==> src/rtl/cmp_zelg_seq.sv <==
// ---------------------------------------------------------------------------
// cmp_zelg_seq
//   Multi-cycle zero/equal/less/greater comparator. Two p_WIDTH operands are
//   compared MSB-first, p_DIGIT bits per cycle, stopping at the first chunk
//   that differs. With p_SIGNED=1 the sign bits are inverted at capture
//   (offset binary), so a plain unsigned chunk compare gives the signed order.
//
// Ports
//   CLK        in   1        clock, all state on rising edge
//   RST_N      in   1        asynchronous active-low reset
//   i_start    in   1        request, accepted only in IDLE or DONE
//   i_x        in   p_WIDTH  operand X, captured on accepted start
//   i_y        in   p_WIDTH  operand Y, captured on accepted start
//   o_busy     out  1        high while a compare is running
//   o_done     out  1        one-cycle pulse, result flags updated
//   o_zero     out  1        captured X was zero
//   o_eq       out  1        X == Y
//   o_less     out  1        X <  Y
//   o_greater  out  1        X >  Y
// ---------------------------------------------------------------------------
module cmp_zelg_seq #(
    parameter int p_WIDTH  = 8,
    parameter int p_DIGIT  = 2,
    parameter int p_SIGNED = 0
) (
    input  logic               CLK,
    input  logic               RST_N,
    input  logic               i_start,
    input  logic [p_WIDTH-1:0] i_x,
    input  logic [p_WIDTH-1:0] i_y,
    output logic               o_busy,
    output logic               o_done,
    output logic               o_zero,
    output logic               o_eq,
    output logic               o_less,
    output logic               o_greater
);

    localparam int NCHUNK = (p_WIDTH + p_DIGIT - 1) / p_DIGIT;
    localparam int EXT_W  = NCHUNK * p_DIGIT;
    localparam int IDX_W  = (NCHUNK > 1) ? $clog2(NCHUNK) : 1;

    localparam logic [IDX_W-1:0]   LAST_IDX  = IDX_W'(NCHUNK - 1);
    localparam logic [IDX_W-1:0]   ONE_IDX   = IDX_W'(1);
    localparam logic [IDX_W-1:0]   ZERO_IDX  = IDX_W'(0);
    localparam logic [p_WIDTH-1:0] SIGN_MASK = p_WIDTH'(1) << (p_WIDTH - 1);
    localparam logic [p_WIDTH-1:0] ZERO_OP   = p_WIDTH'(0);
    localparam logic [EXT_W-1:0]   ZERO_EXT  = EXT_W'(0);

    typedef enum logic [1:0] {
        ST_IDLE = 2'd0,
        ST_RUN  = 2'd1,
        ST_DONE = 2'd2
    } state_t;

    // Map an operand into the compare domain: optional sign-bit flip, then
    // zero-extension so the top chunk is padded with zeros at its MSB side.
    function automatic logic [EXT_W-1:0] to_ext(input logic [p_WIDTH-1:0] v);
        logic [p_WIDTH-1:0] t;
        if (p_SIGNED != 0) begin
            t = v ^ SIGN_MASK;
        end else begin
            t = v;
        end
        return EXT_W'(t);
    endfunction

    // Extract chunk number idx (chunk 0 holds the LSBs).
    function automatic logic [p_DIGIT-1:0] chunk_of(input logic [EXT_W-1:0] v,
                                                    input logic [IDX_W-1:0] idx);
        return p_DIGIT'(v >> (int'(idx) * p_DIGIT));
    endfunction

    state_t             state_r;
    logic [EXT_W-1:0]   x_r;
    logic [EXT_W-1:0]   y_r;
    logic [IDX_W-1:0]   idx_r;
    logic               zero_pend_r;

    logic [p_DIGIT-1:0] x_chunk_s;
    logic [p_DIGIT-1:0] y_chunk_s;
    logic               gt_s;
    logic               lt_s;
    logic               last_s;
    logic               start_ok_s;

    // Current-chunk compare and start acceptance.
    always_comb begin
        x_chunk_s  = chunk_of(x_r, idx_r);
        y_chunk_s  = chunk_of(y_r, idx_r);
        gt_s       = (x_chunk_s > y_chunk_s);
        lt_s       = (x_chunk_s < y_chunk_s);
        last_s     = (idx_r == ZERO_IDX);
        if ((state_r == ST_IDLE) || (state_r == ST_DONE)) begin
            start_ok_s = i_start;
        end else begin
            start_ok_s = 1'b0;
        end
    end

    // Control FSM, operand/index registers and registered result flags.
    always_ff @(posedge CLK or negedge RST_N) begin
        if (!RST_N) begin
            state_r     <= ST_IDLE;
            x_r         <= ZERO_EXT;
            y_r         <= ZERO_EXT;
            idx_r       <= ZERO_IDX;
            zero_pend_r <= 1'b0;
            o_busy      <= 1'b0;
            o_done      <= 1'b0;
            o_zero      <= 1'b0;
            o_eq        <= 1'b0;
            o_less      <= 1'b0;
            o_greater   <= 1'b0;
        end else if (start_ok_s) begin
            // Capture; flags keep their previous result until the next done.
            state_r     <= ST_RUN;
            x_r         <= to_ext(i_x);
            y_r         <= to_ext(i_y);
            idx_r       <= LAST_IDX;
            zero_pend_r <= (i_x == ZERO_OP);
            o_busy      <= 1'b1;
            o_done      <= 1'b0;
        end else begin
            case (state_r)
                ST_IDLE: begin
                    o_busy <= 1'b0;
                    o_done <= 1'b0;
                end
                ST_RUN: begin
                    if (gt_s || lt_s || last_s) begin
                        state_r   <= ST_DONE;
                        o_busy    <= 1'b0;
                        o_done    <= 1'b1;
                        o_zero    <= zero_pend_r;
                        o_greater <= gt_s;
                        o_less    <= lt_s;
                        o_eq      <= ~(gt_s | lt_s);
                    end else begin
                        idx_r <= idx_r - ONE_IDX;
                    end
                end
                ST_DONE: begin
                    state_r <= ST_IDLE;
                    o_done  <= 1'b0;
                end
                default: begin
                    state_r <= ST_IDLE;
                    o_busy  <= 1'b0;
                    o_done  <= 1'b0;
                end
            endcase
        end
    end

endmodule

==> config.mk <==
export PLATFORM = sky130hd
export DESIGN_NAME = cmp_zelg_seq
export DESIGN_NICKNAME = d
export VERILOG_FILES = /design/src/rtl/cmp_zelg_seq.sv
export SDC_FILE = /design/constraint.sdc
export NUM_CORES = 1
export LEC_CHECK = 0
export CORE_UTILIZATION = 50
export CTS_BUF_LIST = sky130_fd_sc_hd__clkbuf_8
export CTS_CLUSTER_SIZE = 8
export DETAILED_ROUTE_END_ITERATION = 16
export GPL_TIMING_DRIVEN = 0
export PLACE_DENSITY = 0.84
export SLEW_MARGIN = 25
export SYNTH_ARGS = -nofsm -noshare
export SYNTH_HDL_FRONTEND = slang
export SYNTH_SLANG_ARGS = --single-unit
==> constraint.sdc <==
create_clock -name CLK -period 6.17 [get_ports CLK]
set_clock_uncertainty 0.15 [all_clocks]
set_input_delay 1.234 -clock CLK [delete_from_list [all_inputs] [get_ports CLK]]
set_output_delay 1.234 -clock CLK [all_outputs]
set_load 0.02 [all_outputs]
### After elaboration in Yosys (flattened, before gate mapping)

Index checks and enable logic that the tools add are counted.

| word-level totals | value |
|---|---|
| input port bits | 19 |
| memories kept | 0 |
| register bits | 27 |
| output and inout bits | 6 |
| logic and storage cells | 49 |
| memory bits (writable) | 0 |
| latch bits | 0 |
| bits in read-only memories | 0 |

| operators by class | value |
|---|---|
| bitwise gates (word level) | 3 |
| shift operators | 2 |
| divide/modulo/power cells | 0 |
| muxes and demuxes | 13 |
| magnitude comparators | 2 |
| $add $sub $neg | 1 |
| reduce and logical (&&, ||, !) cells | 11 |
| multipliers | 0 |
| equal/unequal tests | 6 |

Operators by type and width:

| operator | number |
|---|---|
| right shift 8 x 3 -> 2 bit | 2 |
| 2-to-1 mux 2 bit | 5 |
| zero test 8 bit | 1 |
| 2-to-1 mux 1 bit | 6 |
| inequality test 2 bit (second input constant) | 3 |
| AND reduction 2 bit | 3 |
| zero test 2 bit | 2 |
| one-hot mux 2 bit (2 select lines) | 1 |
| logical OR 1 bit | 3 |
| inequality test 3 bit (second input constant) | 1 |
| AND reduction 3 bit | 1 |
| equality test 2 x 1 -> 1 bit (second input constant) | 1 |
| equality test 2 bit (second input constant) | 1 |
| greater-than comparator 2 bit | 1 |
| less-than comparator 2 bit | 1 |
| inverter 1 bit | 2 |
| one-hot mux 1 bit (2 select lines) | 1 |
| nonzero test 2 bit | 1 |
| subtractor 2 x 1 -> 2 bit (second input constant) | 1 |
| OR 1 bit | 1 |

### Longest topological paths before layout

Gate-level depths: netlist of the first run.

| logic depth | value |
|---|---|
| depth in word-level cells | 7 |
| mapped depth | 8 |
| depth with buffers taken out | 6 |

### Worst setup path before layout of the first run

Ideal clock, no wire load.

| path | value |
|---|---|
| path kind | reg2reg |
| start point | register idx_r[0] |
| end point | register o_zero |
| setup time | 125 ps |
| arrival | 2284 ps |
| slack | 3611 ps |
| period minus slack after synthesis | 2559 ps |
| stages on the path, launching flop included | 7 |
| path buffers | 1 |
| required time | 5895 ps |
| cell sequence | dfrtp_1 -> clkbuf_1 -> mux4_2 -> ha_1 -> nand2_1 -> o31ai_1 -> mux2_2 |

| between the ends | value |
|---|---|
| longest elaborated chain between the ends | 5 |
| elaborated cells between the ends (all ways) | 8 |
| classes of those cells | order compare (2); shift (2); reduce/logical (4) |

RTL lines:

| what | line | source |
|---|---|---|
| start: declaration | 77 | `logic [IDX_W-1:0] idx_r;` |
| start signal: assignment | 140 | `idx_r <= idx_r - ONE_IDX;` |
| right shift 8 x 3 -> 2 bit | 71 | `return p_DIGIT'(v >> (int'(idx) * p_DIGIT));` |
| greater-than comparator 2 bit or less-than comparator 2 bit (tied branches) | 91, 92 |  |
| logical OR 1 bit | 131 | `if (gt_s \|\| lt_s \|\| last_s) begin` |
| logical OR 1 bit (*) | 131 |  |
| AND reduction 3 bit (no source line) (*) | -- |  |
| end signal: assignment | 135 | `o_zero <= zero_pend_r;` |
| end: declaration | 33 | `output logic o_zero,` |

Mark *: on every way between the ends. The rest lies on a longest branch, timed or not.
A chain may end at the register's enable or synchronous reset.

### Worst setup path in the final report of the first run

Ends and elaborated chain as after synthesis.

==> results.yml, run 1 <==
run_status:
  status: "finished, final reports clean"
sta:
  slew_violations: 0
  worst_pin_slew_ns: 0.574
  slew_headroom_pct: 61.7
  rsz0062_at_grt: "false"
  fin_ws_ns: 3.34
  hold_viol: 0
  period_share_pct: 45.8
  setup_violations: 0
  fmax_mhz: 354
  fin_crit_ns: 2.83
  fin_setup_tns_ns: 0
grt:
  globalRoute.totalOverflow: 0
  grt_pass1_vias: 855
  antenna_found_initial: 0
  grt_pass1_wl_mm: 3.60
  grt_max_degree: 28
  grt_usage_pct: 18.8
layout:
  area_growth_pct: 26.1
  final_util_pct: 67.9
  fillers: 170
  antennaDiodeCount: 0
  drive_gt1_share_pct: 28.4
  final_nets: 139
  instances_no_fill: 144
  layout_commonest_cell: "dfrtp_1"
  layout_common_cells: "27 x dfrtp_1, 23 x clkdlybuf4s50_1, 17 x mux2_2"
  fin_area_um2: 1530
logic_synthesis:
  netlist_instances: 88
  synth_area_um2: 1210
  synth-seq-area-share_pct: 55.6
  ys_ff_latch: 27
  yosys_warnings: 0
  synth_nets: 110
  synth.avg_cell_area_um2: 13.8
  yosysUniqueCellTypes: 25
place:
  place_inst: 140
  dp_slack_ns: 3.35
  place_area_um2: 1490
  port_buffers: 24
  dp_hpwl_mm: 1.58
  gp_congestion: 0.714
pwr:
  vdd.ir_drop.worst_mv: 0.285
  cellPowerDensity_nw_per_um2: 452
  leakage_nw: 0.692
setup_path:
  arrival_ns: 2.84
  endpoint_kind: "register"
  worstPathCellList: "clkbuf_1 > mux4_2 > ha_1 > nand2_1 > o31ai_1 > mux2_2"
  cp_data_required_time_ns: 6.18
  start_kind: "register"
  crit_fanout: 7
  slowest_delay_ns: 0.57
  crit_family: "multiplexers"
  crit_buf_inv: 1
  cp_slowest_cell: "mux4_2"
  critical_path_class: "reg2reg"
cts:
  cts-resized-gates: 0
  cts_max_path_buffers: 2
  cts_setup_buffers: 0
  numClockSinks: 27
  holdBufCountCts: 0
  cts_root_buf: "clkbuf_8"
  cts_buffers: 3
  htreeDepth: 1
  clk_latency_ns: 0.26
  tritoncts: "yes"
  path_clk_slew_ns: 0.09
die:
  coreArea_um2: 2250
  die_w_um: 51.3
  initial_core_util_pct: 53.9
  placementRows: 17
  ios: 25
  fp.dieH_um: 51.3
  design.die.area_um2: 2630
detailed_routing:
  drc: 0
  firstDrtPassIters: 2
  drt_iter0_markers: 3
  routed_wirelength_mm: 2.01
  viasPerCell: 5.38
  num_vias: 774
  wire_per_inst_um: 14.0
  ant_nets: 0
hold_path:
  hp-class: "reg2reg"
job:
  max_cap_viol_count: 0
## cells by family after synthesis
family	count (synthesis)	synth area share, %
AO/OA/AOI/OAI	10	5.46
adder cells (fa/ha/maj)	3	3.09
buffers and inverters	12	4.02
flip-flops	27	55.6
multiplexers	23	24.8
AND/OR/NAND/NOR	13	7.00
## synthesized netlist by cell type
| cell type | number | area, µm² |
|---|---|---|
| dfrtp_1 | 27 | 676 |
| mux2_2 | 17 | 191 |
| inv_1 | 8 | 30.0 |
| a21oi_1 | 4 | 20.0 |
| mux4_2 | 4 | 90.1 |
| buf_2 | 3 | 15.0 |
| ha_1 | 3 | 37.5 |
| mux2i_1 | 2 | 20.0 |
| nand2_1 | 2 | 7.51 |
| nor2_1 | 2 | 7.51 |
| nor4_1 | 2 | 12.5 |
| a22o_1 | 1 | 8.76 |
| and2b_2 | 1 | 8.76 |
| clkbuf_1 | 1 | 3.75 |
| nand3_1 | 1 | 5.00 |
| nor2b_1 | 1 | 6.26 |
| nor2b_4 | 1 | 13.8 |
| o21ai_0 | 1 | 5.00 |
| o22ai_1 | 1 | 6.26 |
| o2bb2ai_1 | 1 | 8.76 |
| o31a_2 | 1 | 10.0 |
| o31ai_1 | 1 | 7.51 |
| or2_2 | 1 | 6.26 |
| or2b_1 | 1 | 7.51 |
| or4b_1 | 1 | 10.0 |
## layer usage
metal  share of wire [%]  wire, µm  global-route usage (%)
met1                  45       898                    22.5
met2                  52      1040                    34.0
met3                 3.6        73                    2.68
met4                   0         0                    7.21
met5                   0         0                       0
## layout make-up
class | count | area, µm² | share of cell area [%]
sequential | 27 | 676 | 44.1
clock buffer | 3 | 41.3 | 2.70
clock inverter | 1 | 5.00 | 0.327
tap | 28 | 35.0 | 2.29
buffer | 4 | 18.8 | 1.23
multi-input combinational | 49 | 490 | 32.0
inverter | 8 | 30.0 | 1.96
timing repair buffer | 24 | 235 | 15.4
## worst register-to-register path: stages (launching register included)
cell	delay, ns
dfrtp_1	0.33
clkbuf_1	0.39
mux4_2	0.57
ha_1	0.31
nand2_1	0.10
o31ai_1	0.49
mux2_2	0.39
## registers in the layout (all words and copies together), names as in the netlist
register     cells
o_greater        1
y_r              8
o_eq             1
idx_r            2
state_r          2
zero_pend_r      1
o_done           1
o_less           1
x_r              8
o_busy           1
o_zero           1
## path summary, 6_finish.rpt
kind | startpoint | to | slack [ns] | cells after the start
max reg2reg | idx_r[0] | o_zero | 3.34 | 6
max in group asynchronous | RST_N | idx_r[0] | 4.69 | 1
min in group asynchronous | RST_N | x_r[2] | 0.80 | 1
min reg2reg | state_r[0] | o_busy | 0.33 | 1
max | idx_r[0] | o_zero | 3.34 | 6
min | state_r[0] | o_busy | 0.33 | 1
## power breakdown
| group | internal, mW | switching, mW |
|---|---|---|
| clock network | 0.0451 | 0.0526 |
| registers | 0.248 | 0.0420 |
| logic | 0.172 | 0.132 |
## stage by stage
stage | hold WS [ns] | power (mW)
after floorplan | 0.289 | 0.511
after global placement | 0.303 | 0.583
after detailed placement | 0.325 | 0.600
after CTS | 0.338 | 0.700
after global routing | 0.357 | 0.747
final | 0.332 | 0.692
(Power assumes the default switching activity.)
==> run 2, diff against run 1 <==
==> constraint.sdc (replaced) <==
create_clock -name CLK -period 2.9 [get_ports CLK]
set_clock_uncertainty 0.15 [all_clocks]
set_input_delay 0.58 -clock CLK [delete_from_list [all_inputs] [get_ports CLK]]
set_output_delay 0.58 -clock CLK [all_outputs]
set_load 0.02 [all_outputs]
==> results.yml, run 2 (same netlist as run 1, synthesis figures left out) <==
grt:
  grt_pass1_vias: 855
  globalRoute.totalOverflow: 0
  grt_max_degree: 28
  grt_pass1_wl_mm: 3.60
  grt_usage_pct: 18.8
  antenna_found_initial: 0
setup_path:
  endpoint_kind: "register"
  crit_family: "multiplexers"
  cp_slowest_cell: "dfrtp_1"
  r2r_start: "idx_r[0]"
  slowest_delay_ns: 0.57
  cp_data_required_time_ns: 2.91
  crit_fanout: 7
  r2r_slack_ns: 0.23
  reg2regPathDepth: 5
  arrival_ns: 2.68
  crit_buf_inv: 0
  start_kind: "register"
  r2r-end: "o_zero"
  worstPathCellList: "mux4_2 > ha_1 > nand2_1 > o31ai_1 > mux2_2"
  critical_path_class: "reg2reg"
cts:
  tritoncts: "yes"
  cts_root_buf: "clkbuf_8"
  clk_latency_ns: 0.26
  htreeDepth: 1
  holdBufCountCts: 0
  numClockSinks: 27
  cts_max_path_buffers: 2
  path_clk_slew_ns: 0.09
  cts-resized-gates: 0
  cts_buffers: 3
  cts_setup_buffers: 0
layout:
  fillers: 171
  largest_registers: "x_r: 8 flops, y_r: 8 flops"
  area_growth_pct: 25.7
  antennaDiodeCount: 0
  drive_gt1_share_pct: 28.7
  layout_commonest_cell: "dfrtp_1"
  final_util_pct: 67.8
  final_nets: 138
  layout_common_cells: "27 x dfrtp_1, 23 x clkdlybuf4s50_1, 17 x mux2_2"
die:
  ios: 25
  coreArea_um2: 2250
  design.die.area_um2: 2630
  placementRows: 17
  initial_core_util_pct: 53.9
  die_w_um: 51.3
  fp.dieH_um: 51.3
pwr:
  cellPowerDensity_nw_per_um2: 961
  leakage_nw: 0.690
  seq_power_share_pct: 42.7
  sw_frac_of_total_pct: 32.7
  vdd.ir_drop.worst_mv: 0.606
  p_int_mw: 0.988
  power_frac_comb_pct: 43.2
  p_sw_mw: 0.480
  clkPwrFrac_pct: 14.1
run_status:
  status: "finished, final reports clean"
detailed_routing:
  num_vias: 769
  m1WireLength_um: 891
  drt_iter0_markers: 3
  viasPerCell: 5.38
  drc: 0
  wl_met2_mm: 1.04
  routed_wirelength_mm: 2.01
  firstDrtPassIters: 2
  wire_per_inst_um: 14.0
  ant_nets: 0
  met3WireLength_um: 73
  top_layer: "met3"
sta:
  fin_crit_ns: 2.67
  rsz0062_at_grt: "false"
  fmax_mhz: 375
  period_share_pct: 92.0
  slew_headroom_pct: 61.6
  fin_setup_tns_ns: 0
  setup_violations: 0
  slew_violations: 0
  worst_pin_slew_ns: 0.576
  hold_viol: 0
place:
  port_buffers: 24
  gp_congestion: 0.714
  dp_hpwl_mm: 1.58
job:
  max_cap_viol_count: 0
hold_path:
  hp-class: "in2async"
[run 2: layout make-up]
type                       instances  area [µm²]  area share (%)
clock inverter                     1        5.00           0.328
tap                               28        35.0            2.29
sequential                        27         676            44.2
timing repair buffer              24         235            15.4
inverter                           8        30.0            1.97
multi-input combinational         49         490            32.1
buffer                             3        15.0           0.983
clock buffer                       3        41.3            2.70
[run 2: power by group through the flow]
stage | clock (mW) | sequential (mW) | combinational [mW]
floorplan | 0 | 0.629 | 0.457
global placement | 0 | 0.614 | 0.627
detailed placement | 0 | 0.627 | 0.649
CTS | 0.216 | 0.619 | 0.654
global route | 0.234 | 0.648 | 0.706
finish | 0.207 | 0.627 | 0.634
[run 2: through the flow]
step	worst slack [ns]	power [mW]	area, µm²	std cells	hold slack, ns
final	0.231	1.47	1530	143	0.151
after CTS	0.0382	1.49	1530	144	0.163
after floorplan	0.341	1.09	1210	88	0.134
after global routing	0.0748	1.59	1530	143	0.184
after detailed placement	0.0798	1.28	1490	140	0.325
after global placement	0.118	1.24	1490	140	0.303
[run 2: worst register-to-register path, cell delays in order (launching register included)]
cell,delay [ns]
dfrtp_1,0.57
mux4_2,0.56
ha_1,0.31
nand2_1,0.10
o31ai_1,0.49
mux2_2,0.39
[run 2: worst max path at each step]
stage	start	endpoint	slack, ns	depth (start not counted)
floorplan	idx_r[0]	o_zero	0.34	6
CTS	idx_r[0]	o_zero	0.04	6
finish	idx_r[0]	o_zero	0.23	5
global placement	idx_r[0]	o_zero	0.12	6
global route	idx_r[0]	o_zero	0.07	5
detailed placement	idx_r[0]	o_zero	0.08	6
[run 2: layer usage]
metal	vias to the layer above	GRT usage (%)
li1	364	-
met1	386	22.5
met2	19	34.0
met3	0	2.68
met4	0	7.21
met5	-	0
==> run 3, diff against run 2 <==
--- a/config.mk
+++ b/config.mk
@@ -5,12 +5,13 @@
 export SDC_FILE = /design/constraint.sdc
 export NUM_CORES = 1
 export LEC_CHECK = 0
-export CORE_UTILIZATION = 50
+export ABC_AREA = 0
+export CORE_UTILIZATION = 35
 export CTS_BUF_LIST = sky130_fd_sc_hd__clkbuf_8
 export CTS_CLUSTER_SIZE = 8
 export DETAILED_ROUTE_END_ITERATION = 16
 export GPL_TIMING_DRIVEN = 0
-export PLACE_DENSITY = 0.84
+export PLACE_DENSITY = 0.64
 export SLEW_MARGIN = 25
 export SYNTH_ARGS = -nofsm -noshare
 export SYNTH_HDL_FRONTEND = slang
==> constraint.sdc (replaced) <==
create_clock -name CLK -period 3.3 [get_ports CLK]
set_clock_uncertainty 0.15 [all_clocks]
set_input_delay 0.66 -clock CLK [delete_from_list [all_inputs] [get_ports CLK]]
set_output_delay 0.66 -clock CLK [all_outputs]
set_load 0.02 [all_outputs]
==> results.yml, run 3 (same netlist as run 1, synthesis figures left out) <==
run_status:
  status: "finished, final reports clean"
setup_path:
  cp_data_required_time_ns: 3.31
  crit_fanout: 7
  r2r_slack_ns: 0.48
  endpoint_kind: "register"
  critical_path_class: "reg2reg"
  arrival_ns: 2.83
  start_kind: "register"
die:
  fp.dieH_um: 60.9
  initial_core_util_pct: 36.4
  ios: 25
  placementRows: 21
  coreArea_um2: 3340
  die_w_um: 60.9
  design.die.area_um2: 3710
layout:
  layout_commonest_cell: "dfrtp_1"
  fillers: 331
  antennaDiodeCount: 0
  final-seq-area_um2: 676
  area_growth_pct: 27.9
  largest_registers: "x_r: 8 flops, y_r: 8 flops"
  drive_gt1_share_pct: 28.4
  instances_no_fill: 162
  layout_common_cells: "27 x dfrtp_1, 23 x clkdlybuf4s50_1, 17 x mux2_2"
  multi_input_comb_area_um2: 490
  final_nets: 139
  final_util_pct: 46.6
detailed_routing:
  ant_nets: 0
  viasPerCell: 4.75
  num_vias: 770
  drt_iter0_markers: 26
  routed_wirelength_mm: 2.02
  firstDrtPassIters: 4
  wire_per_inst_um: 12.4
  drc: 0
grt:
  globalRoute.totalOverflow: 0
  antenna_found_initial: 0
  grt_usage_pct: 13.4
  grt_pass1_vias: 809
  grt_pass1_wl_mm: 3.53
  grt_max_degree: 28
cts:
  cts-resized-gates: 0
  cts_root_buf: "clkbuf_8"
  cts_buffers: 3
  cts_max_path_buffers: 2
  htreeDepth: 1
  holdBufCountCts: 0
  cts_setup_buffers: 0
  clk_latency_ns: 0.27
  path_clk_slew_ns: 0.09
  numClockSinks: 27
  tritoncts: "yes"
sta:
  slew_headroom_pct: 60.1
  fin_setup_tns_ns: 0
  worst_pin_slew_ns: 0.598
  rsz0062_at_grt: "false"
  fmax_mhz: 355
  fin_crit_ns: 2.82
  setup_violations: 0
  finalHoldWorstSlack_ns: 0.231
  slew_violations: 0
  hold_viol: 0
  period_share_pct: 85.3
pwr:
  power_mw: 1.29
  cellPowerDensity_nw_per_um2: 829
  leakage_nw: 0.692
  vdd.ir_drop.worst_mv: 0.245
place:
  port_buffers: 24
  place_inst: 158
  gp_congestion: 0.727
  dp_hpwl_mm: 1.57
hold_path:
  hp-class: "in2async"
job:
  max_cap_viol_count: 0
## run 3: cell types whose count changed in the layout (fill, tap and decap cells not counted)
cell | before | now
clkbuf_1 | 0 | 1
## run 3: stage by stage
step           setup WS [ns]  cell area [µm²]
6_report               0.484             1550
5_1_grt                0.311             1550
4_1_cts                0.450             1550
3_3_place_gp           0.489             1510
3_5_place_dp           0.487             1510
2_1_floorplan          0.741             1210
## run 3: critical path, cell delays in order (launching register included)
cell      delay (ns)
dfrtp_1         0.33
clkbuf_1        0.35
mux4_2          0.56
ha_1            0.31
nand2_1         0.10
o31ai_1         0.51
mux2_2          0.39
## run 3: final cells by class
type / instances / area share, %
multi-input combinational: 49 / 31.6
inverter: 8 / 1.93
buffer: 4 / 1.21
clock inverter: 1 / 0.322
tap: 46 / 3.70
sequential: 27 / 43.5
timing repair buffer: 24 / 15.1
clock buffer: 3 / 2.66
## run 3: power breakdown
part	total (mW)	leakage [nW]	internal [mW]	switching [mW]
clock	0.186	0.0255	0.0846	0.102
combinational	0.562	0.344	0.320	0.242
sequential	0.539	0.322	0.464	0.0756
## run 3: routing by layer
metal | part of all wire [%] | global-route usage, % | up-vias
met4 | 1.0 | 9.09 | 0
met3 | 2.9 | 3.20 | 2
met1 | 46 | 15.4 | 383
met5 | 0 | 0 | -
li1 | - | - | 368
met2 | 50 | 22.0 | 17
## run 3: path summary, 6_finish.rpt
kind	startpoint	end	cells past startpoint
worst max-delay path	idx_r[0]	o_zero	6
worst min-delay path	RST_N	o_done	1
worst max register to register	idx_r[0]	o_zero	6
worst min register to register	state_r[0]	o_busy	1
max in group asynchronous	RST_N	x_r[4]	1
min in group CLK	state_r[0]	o_busy	1
